## config.mk

```make
export PLATFORM = sky130hd
export DESIGN_NAME = dp_acc_4
export DESIGN_NICKNAME = d
export VERILOG_FILES = /design/src/rtl/dp_acc_4_pkg.sv /design/src/rtl/dp_acc_4_cnt_itr_4.sv /design/src/rtl/dp_acc_4.sv
export SDC_FILE = /design/constraint.sdc
export NUM_CORES = 1
export LEC_CHECK = 0
export ABC_AREA = 1
export BUFFER_PORTS_ARGS = -buffer_cell sky130_fd_sc_hd__buf_2
export CORE_ASPECT_RATIO = 2
export CORE_MARGIN = 3
export CORE_UTILIZATION = 53
export CTS_CLUSTER_DIAMETER = 120
export DETAILED_ROUTE_END_ITERATION = 16
export GPL_TIMING_DRIVEN = 0
export PLACE_DENSITY = 0.78
export SYNTH_ARGS = -nofsm -noshare
export SYNTH_HDL_FRONTEND = slang
export SYNTH_SLANG_ARGS = --single-unit
```

## constraint.sdc

```tcl
create_clock -name clk -period 1.92 [get_ports clk]
set_input_delay 0.288 -clock clk [delete_from_list [all_inputs] [get_ports clk]]
set_output_delay 0.288 -clock clk [all_outputs]
set_load 0.005 [all_outputs]
```

## src/rtl/dp_acc_4_pkg.sv

```systemverilog
`default_nettype none
// ============================================================================
// Module      : dp_acc_4_pkg
// Description : Iteration constants shared by the 16-sample accumulator
//               datapath and its controller.
// Revision    : 1.0 - initial release
// ============================================================================
package dp_acc_4_pkg;

    localparam int unsigned ITR_W    = 4;
    localparam int unsigned N_ITER   = 16;
    localparam logic [3:0]  ITR_LAST = 4'd15;
    localparam int unsigned DEF_DW   = 8;

    // Accumulator width needed so N_ITER unsigned samples of width dw never overflow.
    function automatic int unsigned sum_width(input int unsigned dw);
        return dw + ITR_W;
    endfunction

endpackage : dp_acc_4_pkg
`default_nettype wire

```

## src/rtl/dp_acc_4_cnt_itr_4.sv

```systemverilog
`default_nettype none
// ============================================================================
// Module      : cnt_itr_4
// Description : 4-bit iteration counter, synchronous clear dominates enable,
//               wraps 15 -> 0 silently.
// Revision    : 1.0 - initial release
// ============================================================================
module cnt_itr_4
    import dp_acc_4_pkg::*;
(
    input  logic             clk,
    input  logic             rst,
    input  logic             clr,
    input  logic             en,
    output logic [ITR_W-1:0] itr
);

    logic [ITR_W-1:0] r_itr;

    always_ff @(posedge clk) begin
        if (rst || clr) begin
            r_itr <= '0;
        end else if (en) begin
            r_itr <= r_itr + 1'b1;
        end
    end

    assign itr = r_itr;

endmodule : cnt_itr_4
`default_nettype wire

```

## src/rtl/dp_acc_4.sv

```systemverilog
`default_nettype none
// ============================================================================
// Module      : dp_acc_4
// Description : Clears on init, accumulates one sample per ld, captures the
//               sum on fin into a valid/ack output register with sticky overrun.
// Revision    : 1.0 - initial release
// ============================================================================
module dp_acc_4
    import dp_acc_4_pkg::*;
#(
    parameter int unsigned DW = DEF_DW,
    parameter int unsigned SW = sum_width(DW)
) (
    input  logic             clk,
    input  logic             rst,
    input  logic             init,
    input  logic             ld,
    input  logic             fin,
    input  logic [DW-1:0]    data_in,
    input  logic             out_ack,
    output logic [ITR_W-1:0] itr,
    output logic [SW-1:0]    sum_out,
    output logic             out_valid,
    output logic             overrun
);

    logic [SW-1:0] r_acc;
    logic [SW-1:0] r_sum;
    logic          r_valid;
    logic          r_overrun;
    logic [SW-1:0] w_sample;

    assign w_sample = {{(SW-DW){1'b0}}, data_in};

    cnt_itr_4 u_cnt_itr (
        .clk (clk),
        .rst (rst),
        .clr (init),
        .en  (ld),
        .itr (itr)
    );

    always_ff @(posedge clk) begin
        if (rst) begin
            r_acc <= '0;
        end else if (init) begin
            r_acc <= '0;
        end else if (ld) begin
            r_acc <= r_acc + w_sample;
        end
    end

    // fin captures the pre-add accumulator even if ld is active on the same edge.
    always_ff @(posedge clk) begin
        if (rst) begin
            r_sum     <= '0;
            r_valid   <= 1'b0;
            r_overrun <= 1'b0;
        end else if (fin) begin
            r_sum   <= r_acc;
            r_valid <= 1'b1;
            if (r_valid && !out_ack) begin
                r_overrun <= 1'b1;
            end
        end else if (out_ack) begin
            r_valid <= 1'b0;
        end
    end

    assign sum_out   = r_sum;
    assign out_valid = r_valid;
    assign overrun   = r_overrun;

endmodule : dp_acc_4
`default_nettype wire

```

==> summary.md, run 1 <==
| Metric | Value |
|---|---|
| Status | finished clean |
| ANT nets after route | 0 |
| Share of layout cells above drive strength 1 | 19.0% |
| Worst-Skew Late Latency | 0.28 ns |
| WHS Path Cells | 2 |
| Worst Path Arrival | 1.83 ns |
| Total number of vias | 1452 |
| Lkg Pwr | 0.957 nW |
| Port bufs | 31 |
| Total power | 0.00138 W |
| CTS Sinks | 30 |
| Die Wd | 44.1 um |
| Least-Margin Pin Slew | 0.447 ns |
| Largest net degree at the start of global routing | 11 |
| Avg Cell Area, Syn | 7.19 um^2 |
| Peak fanout along the critical path | 4 |
| CTS tree | built |
| HPWL Detailed | 2.58 mm |
| Reg2Reg Capture Point | r_acc[8]$_SDFFE_PP0P_ |
| Worst-case clock buffer depth | 2 |
| Synth warn | 0 |
| Final Slew Violations | 0 |
| Drt initial violations | 29 |
| WL final | 3.42 mm |
| Setup ws final | 0.256 ns |
| Cell Count, Final, Fillers Out | 282 |
| Die area | 3620 um^2 |
| Fillcell total | 263 |
| Setup CP Type | reg -> reg |
| Asr flop ratio synth | 0% |
| Max-cap violations | 0 |
| Pwr dens | 757 nW/um^2 |
| CP Launch Type | flip-flop |
| Initial antenna violation count | 0 |
| Clock-pin slew on the worst setup and hold paths | 0.06 ns |
| CP endpoint kind | flip-flop |
| Count leader, synth | nor2_1 |
| Final hold vios | 0 |
| GRT Total Usage | 21.2% |
| Routability Congestion | 0.919 |
| Dpl ws | 0.186 ns |
| Reg2reg setup slack | 0.26 ns |
| Post-synth top cells | 42 x nor2_1, 37 x nand2_1, 30 x dfxtp_1 |
| Predominant post-synthesis flop cell | dfxtp_1 |
| Max_slew headroom | 70.2% |
| Top post-synthesis cells by area | dfxtp_1 39%, nor2_1 10%, nand2_1 9.0% |
| Row Count | 27 |
| H-tree levels | 2 |
| TritonCTS Buffers | 5 |
| # Post-CTS Setup Buffers | 0 |
| Placed cells | 274 |
| Yosys cell types | 25 |
| First drt pass iteration count | 4 |
| Synth top area share | 39.1% |
| Reg2reg path depth | 8 |
| Worst Hold End | out_valid$_SDFFE_PP0P_ |
| Hold Path Class | in -> reg |
| Resized cells post-CTS | 0 |
| Sequential-to-total area share from yosys stat | 39.1% |
| EDFF count, synth | 0 |
| Minimum clock period | 1.66 ns |
| Syn Inst Count | 214 |
| Residual DRC | 0 |
| Synthesis-stage register bit count | 30 |
| Worst EP required | 2.09 ns |
| Area of the mapped netlist | 1540 um^2 |
| Final setup fails | 0 |
| RSZ-0062 raised after global routing | no |
| Area delta synth->final | 18.4% |
| Final Cycle Share | 86.7% |
| Worst vdd ir | 0.515 mV |
| Setup_tns | 0 ns |
| Total gr overflow | 0 |
| Cell taking the most area after synthesis | dfxtp_1 |
| Clock skew | 0.0115 ns |
| Reg-to-Reg Start | r_acc[0]$_SDFFE_PP0P_ |
| Die Span Y | 82.2 um |
| Diode count | 0 |
| Syn Nets | 238 |
| Root buffer cell | clkbuf_8 |
| Io pins | 32 |
| Global-route wire length before repair | 5.65 mm |
| Drt wl/cell | 12.1 um |
| Hold buffers post-CTS | 0 |
| Core region area | 2770 um^2 |
| Final nets | 276 |
| Max Freq | 0.601 GHz |
| Worst Hold Launch | rst |
| Initial core utilization | 55.5% |
| Vias in the first global route | 1335 |
| Via/cell ratio | 5.15 |
layout by cell type (no fill, tap or decap), drive strengths merged:
cell type	n
inv	24
a21boi	1
ha	9
fa	1
a21oi	15
buf	33
nand3	17
or2	2
and3	1
dfxtp	30
xnor2	1
nor2	44
clkbuf	10
nand3b	1
clkinv	1
o21ai	18
xor2	2
a21o	1
nor3	2
nand2	39
o21a	1
registers in the layout, summed over array words and instances, names as in the netlist:
name and flops:
overrun 1, r_acc 12, u_cnt_itr.itr 4, sum_out 12, out_valid 1
report_power, final:
group | internal, W | total, W | switching [W]
Sequential | 0.000649 | 0.000664 | 0.0000153
Clock | 0.000289 | 0.000516 | 0.000227
Combinational | 0.0000808 | 0.000198 | 0.000117
kinds of logic (layout without fill, tap and decap cells):
kind of cell    after synthesis  after routing  share of synthesized area, %
simple gates                106            106                          30.1
compound gates               36             36                          12.5
flops                        30             30                          39.1
buf+inv                      29             68                          8.06
fa+ha+maj                    10             10                          8.63
xor+xnor                      3              3                          1.71
metrics by stage:
step | hold WS, ns | util [%] | cell area [um^2]
after floorplan | 0.357 | - | 1540
after CTS | 0.233 | 65.7 | 1820
after global routing | 0.251 | 65.7 | 1820
final | 0.239 | 65.7 | 1820
after detailed placement | 0.441 | 62.4 | 1730
after global placement | 0.428 | 62.4 | 1730
critical path: stages, from the launching register on:
cell	delay, ns
dfxtp_1	0.32
ha_1	0.23
fa_1	0.42
nand2_1	0.10
nand2_2	0.08
nand3_2	0.09
nand3_2	0.11
a21oi_1	0.15
nor2_1	0.06
per-layer routing:
metal	GRT usage [%]	routed length [um]	vias up
met5	0	0	-
met4	10.9	74	0
met3	2.82	150	6
met2	39.0	1820	37
met1	22.5	1380	649
li1	-	-	760
layout make-up:
class                           instances  area (um^2)  area share, %
Clock buffer                            7         86.3           4.74
Multi-Input combinational cell        155          813           44.7
Tap cell                               29         36.3           1.99
Clock inverter                          1         5.00          0.275
Inverter                               24         90.1           4.95
Timing Repair Buffer                   31          155           8.52
Sequential cell                        30          601           33.0
Buffer                                  5         33.8           1.86
how the worst max path moves through the flow:
stage / start / to / slack (ns) / cells after the start
3_3_place_gp: data_in[0] / r_acc[10]$_SDFFE_PP0P_ / 0.18 / 9
3_5_place_dp: data_in[0] / r_acc[8]$_SDFFE_PP0P_ / 0.19 / 9
6_report: r_acc[0]$_SDFFE_PP0P_ / r_acc[8]$_SDFFE_PP0P_ / 0.26 / 8
5_1_grt: r_acc[0]$_SDFFE_PP0P_ / r_acc[10]$_SDFFE_PP0P_ / 0.17 / 8
4_1_cts: r_acc[0]$_SDFFE_PP0P_ / r_acc[8]$_SDFFE_PP0P_ / 0.27 / 8
2_1_floorplan: r_acc[0]$_SDFFE_PP0P_ / r_acc[8]$_SDFFE_PP0P_ / 0.41 / 8
Power figures use the tool's default switching activity.
==> run 2, diff against run 1 <==
--- a/config.mk
+++ b/config.mk
@@ -13,7 +13,7 @@
 export CTS_CLUSTER_DIAMETER = 120
 export DETAILED_ROUTE_END_ITERATION = 16
 export GPL_TIMING_DRIVEN = 0
-export PLACE_DENSITY = 0.78
+export PLACE_DENSITY_LB_ADDON = 0.15
 export SYNTH_ARGS = -nofsm -noshare
 export SYNTH_HDL_FRONTEND = slang
 export SYNTH_SLANG_ARGS = --single-unit
==> run 2 against run 1 <==
Net effect:
- critical path depth did not move
- cell area is 0.96% higher
- final cell count did not move
- highest routed layer unchanged
- non-clock buffer count stayed put
- flip-flop and latch count unchanged
- sequential share of layout area shrank 0.31 points
- via count rose by 0.34%
- clock skew decreased by 0.0055 ns
- worst hold slack got worse by 0.017 ns
- critical path type unchanged
- clock power rose by 20%
- maximum frequency decreased by 0.35%
- count of clock-buffer cells in the layout is 2 lower
==> summary.md, run 2 (synthesis gave the netlist of run 1 again) <==
| Metric | Value |
|---|---|
| Status | finished clean |
| Core region area | 2770 um^2 (unchanged) |
| Die Wd | 44.1 um (unchanged) |
| Resized cells post-CTS | 0 (unchanged) |
| Most frequent cells in the layout | 42 x nor2_1, 37 x nand2_1, 31 x buf_2, 30 x dfxtp_1, 24 x inv_1 |
| Routability Congestion | 0.907 (-1.3%) |
| Final setup fails | 0 (unchanged) |
| Io pins | 32 (unchanged) |
| Multi-input gate area | 813 um^2 (unchanged) |
| Worst-case clock buffer depth | 2 (unchanged) |
| CTS Sinks | 30 (unchanged) |
| Clk pwr share | 41.7% (+4.3 points) |
| Worst-Skew Late Latency | 0.28 ns (about the same) |
| Reg2Reg Capture Point | r_acc[10]$_SDFFE_PP0P_ |
| HPWL Detailed | 2.61 mm (+0.98%) |
| Die area | 3620 um^2 (unchanged) |
| Worst EP required | 2.10 ns (about the same) |
| Flop pwr share | 44.9% (-3.3 points) |
| WHS Path Cells | 2 (unchanged) |
| Max-cap violations | 0 (unchanged) |
| Row Count | 27 (unchanged) |
| Port bufs | 31 (unchanged) |
| Placed cells | 274 (unchanged) |
| Hold WS | 0.222 ns (-0.0169 ns) |
| Final Slew Violations | 0 (unchanged) |
| Core Util, Final | 66.4% (+0.63 points) |
| Sw frac | 24.9% (-1.2 points) |
| Worst Hold End | out_valid$_SDFFE_PP0P_ |
| Vias in the first global route | 1336 (+0.075%) |
| Worst Path Arrival | 1.85 ns (+0.02 ns) |
| Total gr overflow | 0 (unchanged) |
| Register area | 601 um^2 (unchanged) |
| Max_slew headroom | 71.1% (+0.87 points) |
| Largest net degree at the start of global routing | 11 (unchanged) |
| ANT nets after route | 0 (unchanged) |
| Worst vdd ir | 0.497 mV (-3.3%) |
| CP endpoint kind | flip-flop |
| Reg-to-Reg Start | r_acc[0]$_SDFFE_PP0P_ |
| Residual DRC | 0 (unchanged) |
| Global-route wire length before repair | 5.64 mm (-0.12%) |
| Area delta synth->final | 19.5% |
| Diode count | 0 (unchanged) |
| CP Launch Type | flip-flop |
| CTS tree | built |
| Initial core utilization | 55.5% (unchanged) |
| # Post-CTS Setup Buffers | 0 (unchanged) |
| Minimum clock period | 1.67 ns (+0.00587 ns) |
| Drt initial violations | 28 (-3.4%) |
| Pwr dens | 804 nW/um^2 (+6.3%) |
| Internal power | 0.00111 W (+9.1%) |
| WL final | 3.43 mm (about the same) |
| Peak fanout along the critical path | 4 (unchanged) |
| Final hold vios | 0 (unchanged) |
| Drt wl/cell | 12.1 um (about the same) |
| Clock-pin slew on the worst setup and hold paths | 0.06 ns (about the same) |
| Cell Count, Final, Fillers Out | 282 (unchanged) |
| GRT Total Usage | 21.3% (+0.14 points) |
| Least-Margin Pin Slew | 0.433 ns (-0.0131 ns) |
| Worst Hold Launch | rst |
| Commonest non-fill, non-tap cell in the layout | nor2_1 |
| Hold Path Class | in -> reg |
| Final Cycle Share | 87.0% (+0.31 points) |
| Setup CP Type | reg -> reg |
| Die Span Y | 82.2 um (unchanged) |
| Initial antenna violation count | 0 (unchanged) |
| H-tree levels | 2 (unchanged) |
| Via/cell ratio | 5.17 (+0.34%) |
| RSZ-0062 raised after global routing | no |
| Clock skew | 0.00593 ns (-0.00554 ns) |
| Reg2reg path depth | 8 (unchanged) |
| First drt pass iteration count | 5 (+1) |
| Logic pwr share | 13.3% (-1.1 points) |
| Share of layout cells above drive strength 1 | 19.4% (+0.40 points) |
| Reg2reg setup slack | 0.25 ns (about the same) |
| Total number of vias | 1457 (+0.34%) |
| TritonCTS Buffers | 5 (unchanged) |
| Max Freq | 0.599 GHz (-0.35%) |
| Root buffer cell | clkbuf_8 |
| Fillcell total | 265 (+0.76%) |
| Switching Power | 0.000368 W (+2.2%) |
| Hold buffers post-CTS | 0 (unchanged) |
| Lkg Pwr | 0.967 nW (+1.0%) |
| Final nets | 276 (unchanged) |
| Setup_tns | 0 ns (unchanged) |
run 2: metrics by stage:
stage | setup WS (ns) | cell area, um^2 | power, W
floorplan | 0.411 | 1540 | 0.000808
global placement | 0.182 | 1730 | 0.000872
CTS | 0.249 | 1840 | 0.00150
detailed placement | 0.173 | 1730 | 0.000875
finish | 0.250 | 1840 | 0.00148
global route | 0.159 | 1840 | 0.00155
run 2: layout make-up:
cell class                 instances  share of cell area (%)
multi-input combinational        155                    44.2
sequential                        30                    32.7
timing repair buffer              31                    8.44
inverter                          24                    4.90
clock buffer                       5                    3.74
clock inverter                     3                    2.18
tap                               29                    1.97
buffer                             5                    1.84
run 2: critical path, stage by stage (launching register included):
cell and delay [ns]:
dfxtp_1 0.33, ha_1 0.24, fa_1 0.42, nand2_1 0.10
nand2_2 0.07, nand3_2 0.08, nand3_2 0.12, a21oi_1 0.15
nor2_1 0.06
run 2: worst max path at each step:
stage / from / endpoint / depth (start not counted)
after floorplan: r_acc[0]$_SDFFE_PP0P_ / r_acc[8]$_SDFFE_PP0P_ / 8
after global placement: data_in[0] / r_acc[10]$_SDFFE_PP0P_ / 9
after detailed placement: data_in[0] / r_acc[10]$_SDFFE_PP0P_ / 9
after CTS: r_acc[0]$_SDFFE_PP0P_ / r_acc[10]$_SDFFE_PP0P_ / 8
after global routing: r_acc[0]$_SDFFE_PP0P_ / r_acc[8]$_SDFFE_PP0P_ / 9
final: r_acc[0]$_SDFFE_PP0P_ / r_acc[10]$_SDFFE_PP0P_ / 8
run 2: metal layers:
layer | share of wire (%) | vias up | GRT usage (%)
li1 | - | 757 | -
met1 | 38 | 651 | 21.2
met2 | 54 | 38 | 38.2
met3 | 4.4 | 11 | 4.34
met4 | 3.6 | 0 | 14.5
met5 | 0 | - | 0
run 2: power groups by stage:
stage | registers (W) | clock network, W | logic, W
after floorplan | 0.000678 | 0 | 0.000130
after global placement | 0.000677 | 0 | 0.000195
after detailed placement | 0.000678 | 0 | 0.000197
after CTS | 0.000664 | 0.000633 | 0.000200
after global routing | 0.000667 | 0.000658 | 0.000226
final | 0.000664 | 0.000617 | 0.000197
==> run 3, diff against run 2 <==
--- a/config.mk
+++ b/config.mk
@@ -9,11 +9,11 @@
 export BUFFER_PORTS_ARGS = -buffer_cell sky130_fd_sc_hd__buf_2
 export CORE_ASPECT_RATIO = 2
 export CORE_MARGIN = 3
-export CORE_UTILIZATION = 53
+export CORE_UTILIZATION = 55
 export CTS_CLUSTER_DIAMETER = 120
 export DETAILED_ROUTE_END_ITERATION = 16
 export GPL_TIMING_DRIVEN = 0
-export PLACE_DENSITY_LB_ADDON = 0.15
+export PLACE_DENSITY = 0.8
 export SYNTH_ARGS = -nofsm -noshare
 export SYNTH_HDL_FRONTEND = slang
 export SYNTH_SLANG_ARGS = --single-unit
==> constraint.sdc (replaced) <==
create_clock -name clk -period 2.05 [get_ports clk]
set_input_delay 0.3075 -clock clk [delete_from_list [all_inputs] [get_ports clk]]
set_output_delay 0.3075 -clock clk [all_outputs]
set_load 0.005 [all_outputs]
==> run 3 against run 2 <==
Net effect:
- utilization increased by 3.6 points
- final cell count decreased by 0.35%
- register-to-register slack improved by 0.12 ns
- maximum frequency decreased by 0.40%
- critical path type unchanged
- critical endpoint is now r_acc[8]$_SDFFE_PP0P_
- largest power group unchanged
==> summary.md, run 3 (synthesis gave the netlist of run 1 again) <==
| Metric | Value |
|---|---|
| Status | finished clean |
| WHS Path Cells | 2 (unchanged) |
| Final nets | 276 (unchanged) |
| Total power | 0.00130 W (-12%) |
| Diode count | 0 (unchanged) |
| Share of layout cells above drive strength 1 | 19.0% (-0.40 points) |
| Worst Hold End | out_valid$_SDFFE_PP0P_ |
| Reg-to-Reg Start | r_acc[0]$_SDFFE_PP0P_ |
| Worst Hold Launch | rst |
| Setup ws final | 0.374 ns (+0.123 ns) |
| Vias in the first global route | 1459 (+9.2%) |
| Max_slew headroom | 71.5% (+0.38 points) |
| WL final | 3.47 mm (+1.3%) |
| Peak fanout along the critical path | 4 (unchanged) |
| TritonCTS Buffers | 5 (unchanged) |
| Die area | 3500 um^2 (-3.3%) |
| Initial core utilization | 59.1% (+3.6 points) |
| Via/cell ratio | 5.22 (+0.98%) |
| Register area | 601 um^2 (unchanged) |
| Minimum clock period | 1.68 ns (+0.00677 ns) |
| Hold buffers post-CTS | 0 (unchanged) |
| Total gr overflow | 0 (unchanged) |
| Worst vdd ir | 0.424 mV (-15%) |
| Routability Congestion | 0.901 (-0.64%) |
| Core region area | 2600 um^2 (-6.1%) |
| Die Wd | 43.4 um (-1.6%) |
| Setup CP Type | reg -> reg |
| First drt pass iteration count | 4 (-1) |
| Initial antenna violation count | 0 (unchanged) |
| Placed cells | 273 (-0.36%) |
| Clock-pin slew on the worst setup and hold paths | 0.06 ns (about the same) |
| Drt wl/cell | 12.4 um (+1.7%) |
| Global-route wire length before repair | 5.95 mm (+5.4%) |
| Total number of vias | 1466 (+0.62%) |
| Commonest non-fill, non-tap cell in the layout | nor2_1 |
| Io pins | 32 (unchanged) |
| Largest net degree at the start of global routing | 11 (unchanged) |
| Lkg Pwr | 0.957 nW (-1.0%) |
| RSZ-0062 raised after global routing | no |
| Worst EP required | 2.23 ns (+0.13 ns) |
| HPWL Detailed | 2.62 mm (+0.50%) |
| Max-cap violations | 0 (unchanged) |
| Residual DRC | 0 (unchanged) |
| Port bufs | 31 (unchanged) |
| Setup_tns | 0 ns (unchanged) |
| Reg2Reg Capture Point | r_acc[8]$_SDFFE_PP0P_ |
| Final Cycle Share | 81.8% (-5.2 points) |
| ANT nets after route | 0 (unchanged) |
| Final setup fails | 0 (unchanged) |
| Worst-Skew Late Latency | 0.28 ns (about the same) |
| Root buffer cell | clkbuf_8 |
| Max Freq | 0.597 GHz (-0.40%) |
| Final Slew Violations | 0 (unchanged) |
| Fillcell total | 243 (-8.3%) |
| Pwr dens | 716 nW/um^2 (-11%) |
| H-tree levels | 2 (unchanged) |
| # Post-CTS Setup Buffers | 0 (unchanged) |
| Multi-input gate area | 813 um^2 (unchanged) |
| Die Span Y | 80.8 um (-1.7%) |
| Resized cells post-CTS | 0 (unchanged) |
| Least-Margin Pin Slew | 0.428 ns (-0.00568 ns) |
| Cell Count, Final, Fillers Out | 281 (-0.35%) |
| Area delta synth->final | 18.3% |
| Dpl ws | 0.291 ns (+0.117 ns) |
| CTS Sinks | 30 (unchanged) |
| Drt initial violations | 15 (-46%) |
| Hold Path Class | in -> reg |
| Final hold vios | 0 (unchanged) |
| CP Launch Type | flip-flop |
| Worst-case clock buffer depth | 2 (unchanged) |
| Most frequent cells in the layout | 42 x nor2_1, 37 x nand2_1, 31 x buf_2, 30 x dfxtp_1, 24 x inv_1 |
| CP endpoint kind | flip-flop |
| CTS tree | built |
| Reg2reg path depth | 8 (unchanged) |
| Worst Path Arrival | 1.86 ns (about the same) |
| Row Count | 26 (-3.7%) |
| Reg2reg setup slack | 0.37 ns (+0.12 ns) |
| Clock skew | 0.00409 ns (-0.00184 ns) |
| GRT Total Usage | 22.1% (+0.79 points) |
## run 3: critical path, stage by stage (launching register included)
cell and delay, ns:
dfxtp_1 0.33, ha_1 0.23, fa_1 0.41, nand2_1 0.11
nand2_2 0.08, nand3_2 0.09, nand3_2 0.12, a21oi_1 0.15
nor2_1 0.06
## run 3: layout make-up
type / count / area share, %
buffer: 5 / 1.86
tap: 28 / 1.93
inverter: 24 / 4.95
multi-input combinational: 155 / 44.7
sequential: 30 / 33.0
timing repair buffer: 31 / 8.53
clock inverter: 1 / 0.275
clock buffer: 7 / 4.75
## run 3: layer usage
metal / routed length, um / global-route usage, %
met1: 1350 / 22.6
met2: 1890 / 41.2
met3: 149 / 4.21
met4: 85 / 10.6
met5: 0 / 0
## run 3: where the power goes
| part | switching (W) | internal, W |
|---|---|---|
| clock | 0.000224 | 0.000270 |
| sequential | 0.0000152 | 0.000608 |
| combinational | 0.000110 | 0.0000755 |
| total | 0.000349 | 0.000954 |
## run 3: per-stage QoR
step | cell area (um^2) | hold slack, ns | util (%)
global route | 1820 | 0.270 | 69.9
finish | 1820 | 0.242 | 69.9
detailed placement | 1730 | 0.444 | 66.4
floorplan | 1540 | 0.377 | -
CTS | 1820 | 0.241 | 69.9
global placement | 1730 | 0.431 | 66.4
## run 3: worst max-delay path by stage
stage	startpoint	end	slack (ns)	depth (start not counted)
floorplan	data_in[0]	r_acc[8]$_SDFFE_PP0P_	0.53	8
global placement	data_in[0]	r_acc[10]$_SDFFE_PP0P_	0.30	9
detailed placement	data_in[0]	r_acc[8]$_SDFFE_PP0P_	0.29	9
CTS	r_acc[0]$_SDFFE_PP0P_	r_acc[8]$_SDFFE_PP0P_	0.38	8
global route	r_acc[0]$_SDFFE_PP0P_	r_acc[10]$_SDFFE_PP0P_	0.23	8
finish	r_acc[0]$_SDFFE_PP0P_	r_acc[8]$_SDFFE_PP0P_	0.37	8
